--- config.mk ---
export PLATFORM = sky130hd
export DESIGN_NAME = reaction_time_bcd_conv
export DESIGN_NICKNAME = d
export VERILOG_FILES = /design/src/rtl/reaction_time_bcd_conv.sv
export SDC_FILE = /design/constraint.sdc
export NUM_CORES = 1
export LEC_CHECK = 0
export CAP_MARGIN = 5
export CORE_UTILIZATION = 52
export DETAILED_ROUTE_END_ITERATION = 16
export HOLD_SLACK_MARGIN = 0.05
export PLACE_DENSITY = 0.76
export SLEW_MARGIN = 20
export SYNTH_ARGS = -nofsm -noshare
export SYNTH_HDL_FRONTEND = slang
export SYNTH_SLANG_ARGS = --single-unit
--- constraint.sdc ---
create_clock -name clk -period 4.6 [get_ports clk]
set_clock_uncertainty 0.1 [all_clocks]
set_input_delay 1.38 -clock clk [delete_from_list [all_inputs] [get_ports clk]]
set_output_delay 1.38 -clock clk [all_outputs]
set_load 0.05 [all_outputs]
--- src/rtl/reaction_time_bcd_conv.sv ---
// Reaction-time converter: raw cycle count -> milliseconds -> four BCD digits.
// Sequential restoring divider (one quotient bit per cycle), clamp to 9999,
// then shift-add-3 binary-to-BCD. Results update only when a conversion finishes.
// Optional feature: define ROUND_EN to round to the nearest ms (.5 rounds up).
module reaction_time_bcd_conv #(
  parameter int unsigned BIN_W      = 28,
  parameter int unsigned CYC_PER_MS = 50000,
  parameter int unsigned Q_W        = 14
) (
  input  logic             clk,
  input  logic             reset,
  input  logic             start,
  input  logic [BIN_W-1:0] bin,
  output logic             ready,
  output logic             done_tick,
  output logic             overflow,
  output logic [3:0]       bcd3,
  output logic [3:0]       bcd2,
  output logic [3:0]       bcd1,
  output logic [3:0]       bcd0
);

`ifdef ROUND_EN
  localparam int unsigned DVD_W = BIN_W + 1;
`else
  localparam int unsigned DVD_W = BIN_W;
`endif
  localparam int unsigned REM_W  = BIN_W + 1;
  localparam int unsigned CNT_W  = $clog2(((DVD_W > Q_W) ? DVD_W : Q_W) + 1);
  localparam int unsigned MAX_MS = 9999;

  typedef enum logic [1:0] {IDLE, DIV, BCD, DONE} state_e;

  state_e             state_q, state_d;
  logic [DVD_W-1:0]   dvd_q, dvd_d;        // dividend shifting out, quotient shifting in
  logic [REM_W-1:0]   rem_q, rem_d;
  logic [CNT_W-1:0]   cnt_q, cnt_d;
  logic [Q_W-1:0]     val_q, val_d;        // clamped ms value feeding the BCD loop
  logic [15:0]        dig_q, dig_d;        // BCD working digits
  logic               ovf_pend_q, ovf_pend_d;
  logic [15:0]        bcd_q, bcd_d;
  logic               ovf_q, ovf_d;
  logic               done_q, done_d;
  logic               ready_q, ready_d;

  logic [REM_W-1:0]   rem_sh;
  logic               rem_ge;
  logic [15:0]        dig_adj;

  // Next-state and datapath for divider, clamp, BCD loop and result capture
  always_comb begin
    state_d    = state_q;
    dvd_d      = dvd_q;
    rem_d      = rem_q;
    cnt_d      = cnt_q;
    val_d      = val_q;
    dig_d      = dig_q;
    ovf_pend_d = ovf_pend_q;
    bcd_d      = bcd_q;
    ovf_d      = ovf_q;
    done_d     = 1'b0;
    ready_d    = 1'b0;
    rem_sh     = REM_W'({rem_q, dvd_q[DVD_W-1]});
    rem_ge     = (rem_sh >= REM_W'(CYC_PER_MS));
    dig_adj    = dig_q;
    for (int i = 0; i < 4; i++) begin
      if (dig_q[4*i +: 4] >= 4'd5) dig_adj[4*i +: 4] = dig_q[4*i +: 4] + 4'd3;
    end

    case (state_q)
      IDLE: begin
        if (start) begin
`ifdef ROUND_EN
          dvd_d = DVD_W'(bin) + DVD_W'(CYC_PER_MS / 2);
`else
          dvd_d = DVD_W'(bin);
`endif
          rem_d   = '0;
          cnt_d   = '0;
          state_d = DIV;
        end
      end
      DIV: begin
        if (cnt_q == CNT_W'(DVD_W)) begin
          // Quotient complete: clamp and hand over to the BCD loop
          ovf_pend_d = (dvd_q > DVD_W'(MAX_MS));
          val_d      = ovf_pend_d ? Q_W'(MAX_MS) : dvd_q[Q_W-1:0];
          dig_d      = '0;
          cnt_d      = '0;
          state_d    = BCD;
        end else begin
          rem_d = rem_ge ? (rem_sh - REM_W'(CYC_PER_MS)) : rem_sh;
          dvd_d = {dvd_q[DVD_W-2:0], rem_ge};
          cnt_d = cnt_q + CNT_W'(1);
        end
      end
      BCD: begin
        {dig_d, val_d} = {dig_adj, val_q} << 1;
        cnt_d          = cnt_q + CNT_W'(1);
        if (cnt_q == CNT_W'(Q_W - 1)) begin
          bcd_d   = {dig_adj[14:0], val_q[Q_W-1]};
          ovf_d   = ovf_pend_q;
          state_d = DONE;
        end
      end
      DONE: state_d = IDLE;
      default: state_d = IDLE;
    endcase

    done_d  = (state_d == DONE);
    ready_d = (state_d == IDLE);
  end

  // State and datapath registers, asynchronous active-high reset
  always_ff @(posedge clk or posedge reset) begin
    if (reset) begin
      state_q    <= IDLE;
      dvd_q      <= '0;
      rem_q      <= '0;
      cnt_q      <= '0;
      val_q      <= '0;
      dig_q      <= '0;
      ovf_pend_q <= 1'b0;
      bcd_q      <= '0;
      ovf_q      <= 1'b0;
      done_q     <= 1'b0;
      ready_q    <= 1'b1;
    end else begin
      state_q    <= state_d;
      dvd_q      <= dvd_d;
      rem_q      <= rem_d;
      cnt_q      <= cnt_d;
      val_q      <= val_d;
      dig_q      <= dig_d;
      ovf_pend_q <= ovf_pend_d;
      bcd_q      <= bcd_d;
      ovf_q      <= ovf_d;
      done_q     <= done_d;
      ready_q    <= ready_d;
    end
  end

  assign ready     = ready_q;
  assign done_tick = done_q;
  assign overflow  = ovf_q;
  assign bcd3      = bcd_q[15:12];
  assign bcd2      = bcd_q[11:8];
  assign bcd1      = bcd_q[7:4];
  assign bcd0      = bcd_q[3:0];

endmodule

==> metrics.md, run 1 <==
| Metric | Value |
|---|---|
| Status | complete, no violations |
| Max_cap viols | 0 |
| Clock buffer depth | 2 |
| Latest clock arrival within the worst-skew pair | around 0.52 ns |
| Mapped Area | 5720 µm² |
| DP Wirelength | 8.13 mm |
| Worst Path Buf+Inv | 1 |
| DRT Pass-1 Iters | 8 |
| Total gr overflow | 0 |
| Critical setup path kind | flop to flop |
| WP data arrival | 3.74 ns |
| Pre-CTS setup slack | 1.11 ns |
| Most frequent cells in the layout | dfrtp_1, o21ai_0, nand2_1 |
| Reg2reg end | rem_q[18] |
| Power Density | 630 nW/µm² |
| Multi-input gate area | roughly 2700 µm² |
| Seq cells post-synth | 113 |
| N_diodes | 0 |
| Crit. End Element | flop |
| Slew margin rel. | 33.4% |
| Final WS setup | 1.16 ns |
| Unrepaired setup endpoints after global routing | no |
| Initial antenna violation count | 0 |
| Final ANT Viol Nets | 0 |
| Synth Instances | 585 |
| Height of the die | 107 µm |
| Post-CTS Hold Fix Bufs | 0 |
| Area growth, synth to finish | 22.4% |
| Reg-to-Reg Start | rem_q[4] |
| Port bufs | 49 |
| Post-route cell area | 7000 µm² |
| Ports | 50 |
| Core Rows | 37 |
| CP required | 4.90 ns |
| Worst setup SP type | flop |
| CTS Buf Count | 17 |
| # resized after CTS | 0 |
| Clock sinks | between 100 and 150 |
| Final Hold Fails | 0 |
| Final Non-Filler Cells | 786 |
| Drt wl/cell | 15.1 µm |
| Vias in the first global route | 4393 |
| Ys async rst share | 100% |
| Worst-Margin Slew | 0.999 ns |
| Global-route wire length before repair | just over 20 mm |
| H-tree depth | 4 |
| Die area | 11400 µm² |
| Min-Delay Endpoint | bcd_q[3] |
| Final Cycle Share | 74.8% |
| Avg Inst Size Synth | approximately 9.8 µm² |
| CTS tree | yes |
| Starting DRT DRC Count | 335 |
| Placed Cells incl. Taps | 754 |
| Critical Path Max Stage Delay | slightly below 0.9 ns |
| Placement Cell Area | 6360 µm² |
| Drt drc | 0 |
| Min-delay src | bcd_q[3] |
| CTS clk-pin slew, worst paths | 0.06 ns |
| Critical Path Fanout Max | 15 |
| WHS Path Cells | 2 |
| Commonest non-fill, non-tap cell in the layout | dfrtp_1 |
| Die Wd | 107 µm |
| Leakage | 3.15 nW |
| Synth cell types | 56 |
| Fin Setup TNS | 0 ns |
| RePlAce Congestion | 0.814 |
| Ratio of cells with drive above 1 in the final layout | a little over 10% |
| Synthesized Nets | 633 |
| Peak supply drop | 0.000374 V |
| Layout fillers | 771 |
| Critical-path top delay cell | a31oi_1 |
| FF-to-FF path depth | 8 |
| Register Area | 2830 µm² |
| Core Area | 10500 µm² |
| Largest net degree at the start of global routing | 56 |
| Setup repair bufs after CTS | 0 |
| EDFF count, synth | 0 |
| Layout Utilization | 66.6% |
| Most used flip-flop cell after synthesis | dfrtp_1 |
| Clock root cell | clkbuf_8 |
| Sequential share of the synthesized area | 49.5% |
| NumNets Final | roughly 690 |
| Crit path cell chain | inv_1, ha_1, or4b_2, nor4_1, a21oi_1, a31oi_1, nor2_1, or3_1 |
| Final setup violation count | 0 |
| Yosys warns | 0 |
| Fmax | 291 MHz |
| Max Slew Vio Count | 0 |
| CP delay by family, top | simple AND/OR/NAND/NOR gates |
| Total track usage | 23.5% |
| R2R Setup Slk | 1.16 ns |
| Initial Utilization | 54.4% |
| Post-Route WL | 11.9 mm |
| DR vias/cell | approximately 5.8 |
| Tmin final | between 3 and 4 ns |
| Worst hold path type | flop to flop |
| Vias | 4549 |
-- layout make-up --
class / count / share of cell area [%]
Clock buffer: 23 / 6.95
Clock inverter: 9 / 2.16
Inverter: 24 / 1.32
Multi-Input combinational cell: 422 / 38.7
Sequential cell: 113 / 40.4
Tap cell: 136 / 2.43
Timing Repair Buffer: 59 / 8.08
-- sequential cells by signal, summed over array words and instances (netlist names) --
name / count
dvd_q: 28
rem_q: 28
bcd_q: 16
dig_q: 16
val_q: 14
cnt_q: 5
state_q: 2
done_tick: 1
overflow: 1
ovf_pend_q: 1
ready: 1
-- logic make-up (layout without fill, tap and decap cells) --
| kind of cell | Yosys count | in the layout | share of synthesized area, % |
|---|---|---|---|
| AOI/OAI and AO/OA | 171 | 171 | 18.4 |
| xor gates and xnor gates | 18 | 18 | 2.76 |
| adders and majority gates | 17 | 17 | 3.72 |
| buffers and inverters | 50 | 115 | 3.39 |
| DFF | 113 | 113 | 49.5 |
| muxes | 42 | 42 | 7.57 |
| and+or+nand+nor | 174 | 174 | 14.7 |
-- synthesized netlist by cell type, types with 2 or more instances --
master | count | area, µm²
a211o_1 | 2 | 17.5
a211oi_1 | 2 | 15.0
a21boi_0 | 3 | 22.5
a21o_1 | 2 | 15.0
a21oi_1 | 19 | 95.1
a221o_1 | 2 | 20.0
a222oi_1 | 5 | 50.1
a22o_1 | 12 | 105
a31oi_1 | 9 | 56.3
a32oi_1 | 4 | 35.0
and2_1 | 4 | 25.0
and3_1 | 3 | 18.8
and4b_1 | 2 | 20.0
buf_1 | 4 | 15.0
buf_2 | 2 | 10.0
clkbuf_1 | 19 | 71.3
dfrtp_1 | 112 | 2800
ha_1 | 17 | 213
inv_1 | 23 | 86.3
mux2_2 | 10 | 113
mux2i_1 | 32 | 320
nand2_1 | 87 | 327
nand2b_1 | 7 | 43.8
nand3_1 | 9 | 45.0
nand4_1 | 3 | 18.8
nand4b_1 | 2 | 17.5
nor2_1 | 21 | 78.8
nor2b_1 | 2 | 12.5
nor3_1 | 10 | 50.1
nor3b_1 | 5 | 37.5
nor4_1 | 7 | 43.8
o211ai_1 | 4 | 30.0
o21ai_0 | 87 | 435
o21ba_2 | 2 | 20.0
o22ai_1 | 9 | 56.3
o31ai_1 | 2 | 15.0
or2_2 | 2 | 12.5
or3_1 | 3 | 18.8
xnor2_1 | 18 | 158
-- power by group --
part           leakage (nW)  total, mW  internal (mW)  switching, mW
Clock                 0.314       1.40          0.949          0.447
Sequential             1.47       1.58           1.29          0.291
Combinational          1.36       1.43          0.592          0.838
Total                  3.15       4.41           2.83           1.58
-- routing by layer --
metal	share of wire, %	vias to the layer above	GRT usage, %
met2	47	124	37.0
met1	47	2196	31.0
met3	4.4	21	5.90
met4	1.8	0	9.98
met5	0	-	0
li1	-	2208	-
-- worst reg2reg max path, cell delays in order, from the launching register on --
cell,delay (ns)
dfrtp_1,0.39
inv_1,0.12
ha_1,0.15
or4b_2,0.58
nor4_1,0.28
a21oi_1,0.34
a31oi_1,0.87
nor2_1,0.10
or3_1,0.38
-- stage by stage --
stage	hold slack [ns]	power, mW
final	0.383	4.41
after global routing	0.411	4.71
after CTS	0.386	4.44
after detailed placement	0.374	3.02
after global placement	0.361	2.95
after floorplan	0.349	2.66
-- worst max path at each step --
stage	cells after the start	slack [ns]	startpoint	end
2_1_floorplan	1	0.13	reset	bcd_q[0]
3_3_place_gp	5	1.19	start	dvd_q[16]
3_5_place_dp	5	1.11	start	dvd_q[25]
4_1_cts	8	1.19	rem_q[4]	rem_q[18]
5_1_grt	8	0.88	rem_q[4]	rem_q[18]
6_report	8	1.16	rem_q[4]	rem_q[18]
No activity file was read; power rests on OpenSTA's default activity.
==> inputs of run 2 (changes only) <==
==> constraint.sdc (replaced) <==
create_clock -name clk -period 2.95 [get_ports clk]
set_clock_uncertainty 0.1 [all_clocks]
set_input_delay 0.885 -clock clk [delete_from_list [all_inputs] [get_ports clk]]
set_output_delay 0.885 -clock clk [all_outputs]
set_load 0.05 [all_outputs]
==> metrics.md, run 2 (synthesized netlist as in run 1, its figures left out) <==
| Metric | Value |
|---|---|
| Worst hold slack | approximately 0.38 ns |
| Tmin final | 2.79 ns |
| Crit path cell chain | clkdlybuf4s50_1 |
| Starting DRT DRC Count | 381 |
| WP data arrival | 1.80 ns |
| Largest net degree at the start of global routing | 74 |
| Port bufs | 49 |
| Critical-path top delay cell | clkdlybuf4s50_1 |
| Latest clock arrival within the worst-skew pair | 0.51 ns |
| CTS Buf Count | 17 |
| Final Cycle Share | 94.6% |
| Sequential Power Share | 36.7% |
| Power Density | 967 nW/µm² |
| Worst Path Buf+Inv | 1 |
| DRT Pass-1 Iters | 5 |
| Final ANT Viol Nets | 0 |
| Commonest non-fill, non-tap cell in the layout | dfrtp_1 |
| Most frequent cells in the layout | dfrtp_1, o21ai_0, nand2_1 |
| Peak supply drop | 0.000585 V |
| Clock sinks | 113 |
| Worst hold path type | flop to flop |
| DR vias/cell | 5.86 |
| Ports | 50 |
| Total gr overflow | 0 |
| Drt wl/cell | 15.6 µm |
| Area growth, synth to finish | 22.3% |
| H-tree depth | 4 |
| Slew margin rel. | 41.7% |
| Post-Route WL | 12.3 mm |
| Post-CTS Hold Fix Bufs | 0 |
| Comb power frac | 34.5% |
| CP delay by family, top | buffers and inverters |
| DP Wirelength | 8.13 mm |
| Status | complete, no violations |
| CTS clk-pin slew, worst paths | 0.06 ns |
| Fmax | 358 MHz |
| Worst-Margin Slew | 0.865 ns |
| Die area | 11400 µm² |
| Core Area | 10500 µm² |
| Largest regs | dvd_q (28), rem_q (28) |
| Internal | around 4.2 mW |
| Initial antenna violation count | 0 |
| Die Wd | 107 µm |
| CP required | 1.97 ns |
| Vias in the first global route | between 4000 and 5000 |
| Critical setup path kind | flop to primary output |
| Clock buffer depth | 2 |
| Max_cap viols | 0 |
| Drt drc | 0 |
| Clock root cell | clkbuf_8 |
| Switching part of the total | 37.5% |
| Critical Path Fanout Max | 1 |
| Post-route cell area | around 7000 µm² |
| Global-route wire length before repair | 21.1 mm |
| # resized after CTS | 0 |
| P_sw | around 2.5 mW |
| Ratio of cells with drive above 1 in the final layout | 10.4% |
| Fin Setup TNS | 0 ns |
| Max Slew Vio Count | 0 |
| NumNets Final | 687 |
| Setup repair bufs after CTS | 0 |
| N_diodes | 0 |
| Unrepaired setup endpoints after global routing | no |
| Core Rows | 37 |
| Leakage | approximately 3.1 nW |
| CTS tree | yes |
| Critical Path Max Stage Delay | ~0.79 ns |
| Clock Power Share | 28.8% |
| Height of the die | roughly 110 µm |
| Vias | 4618 |
| Initial Utilization | a little over half |
| RePlAce Congestion | approximately 0.85 |
| Placement Cell Area | 6430 µm² |
| Final Hold Fails | 0 |
| Total track usage | 23.4% |
| Final setup violation count | 0 |
| Crit. End Element | primary output |
| Worst setup SP type | flop |
==> run 2: stage by stage <==
step | instances | worst slack (ns) | util (%) | total power, mW
after CTS | 788 | 0.126 | 66.6 | 6.79
final | 788 | 0.160 | 66.6 | 6.77
after global placement | 756 | 0.298 | 61.2 | 4.69
after floorplan | 585 | 0.374 | - | 4.16
after detailed placement | 756 | 0.231 | 61.2 | 4.81
after global routing | 788 | 0.0828 | 66.6 | 7.24
==> run 2: cell type report <==
class                      count  area, µm²
fill                         794       3510
sequential                   113       2830
multi-input combinational    422       2710
timing repair buffer          61        631
clock buffer                  19        432
tap                          136        170
clock inverter                13        136
inverter                      24       93.8
==> run 2: routing by layer <==
| layer | track usage, % | part of all wire [%] |
|---|---|---|
| met5 | 0 | 0 |
| met4 | 8.22 | 0.76 |
| met3 | 5.84 | 5.5 |
| met2 | 36.3 | 48 |
| met1 | 32.1 | 46 |
==> run 2: power by group through the flow <==
stage	combinational [mW]	clock, mW	sequential, mW
after detailed placement	2.32	0	2.48
after global routing	2.63	2.07	2.54
after floorplan	1.78	0	2.37
after global placement	2.23	0	2.46
after CTS	2.34	1.98	2.47
final	2.33	1.95	2.48
==> run 2: final timing paths <==
check | from | slack, ns | cells past startpoint | endpoint
setup / recovery | ready | 0.16 | 1 | ready
hold / removal | bcd_q[7] | 0.38 | 2 | bcd_q[7]
setup reg to reg | rem_q[15] | 0.21 | 7 | rem_q[18]
hold reg to reg | bcd_q[7] | 0.38 | 2 | bcd_q[7]
max in group asynchronous | reset | 1.44 | 3 | dvd_q[8]
min in group asynchronous | reset | 0.66 | 2 | rem_q[19]
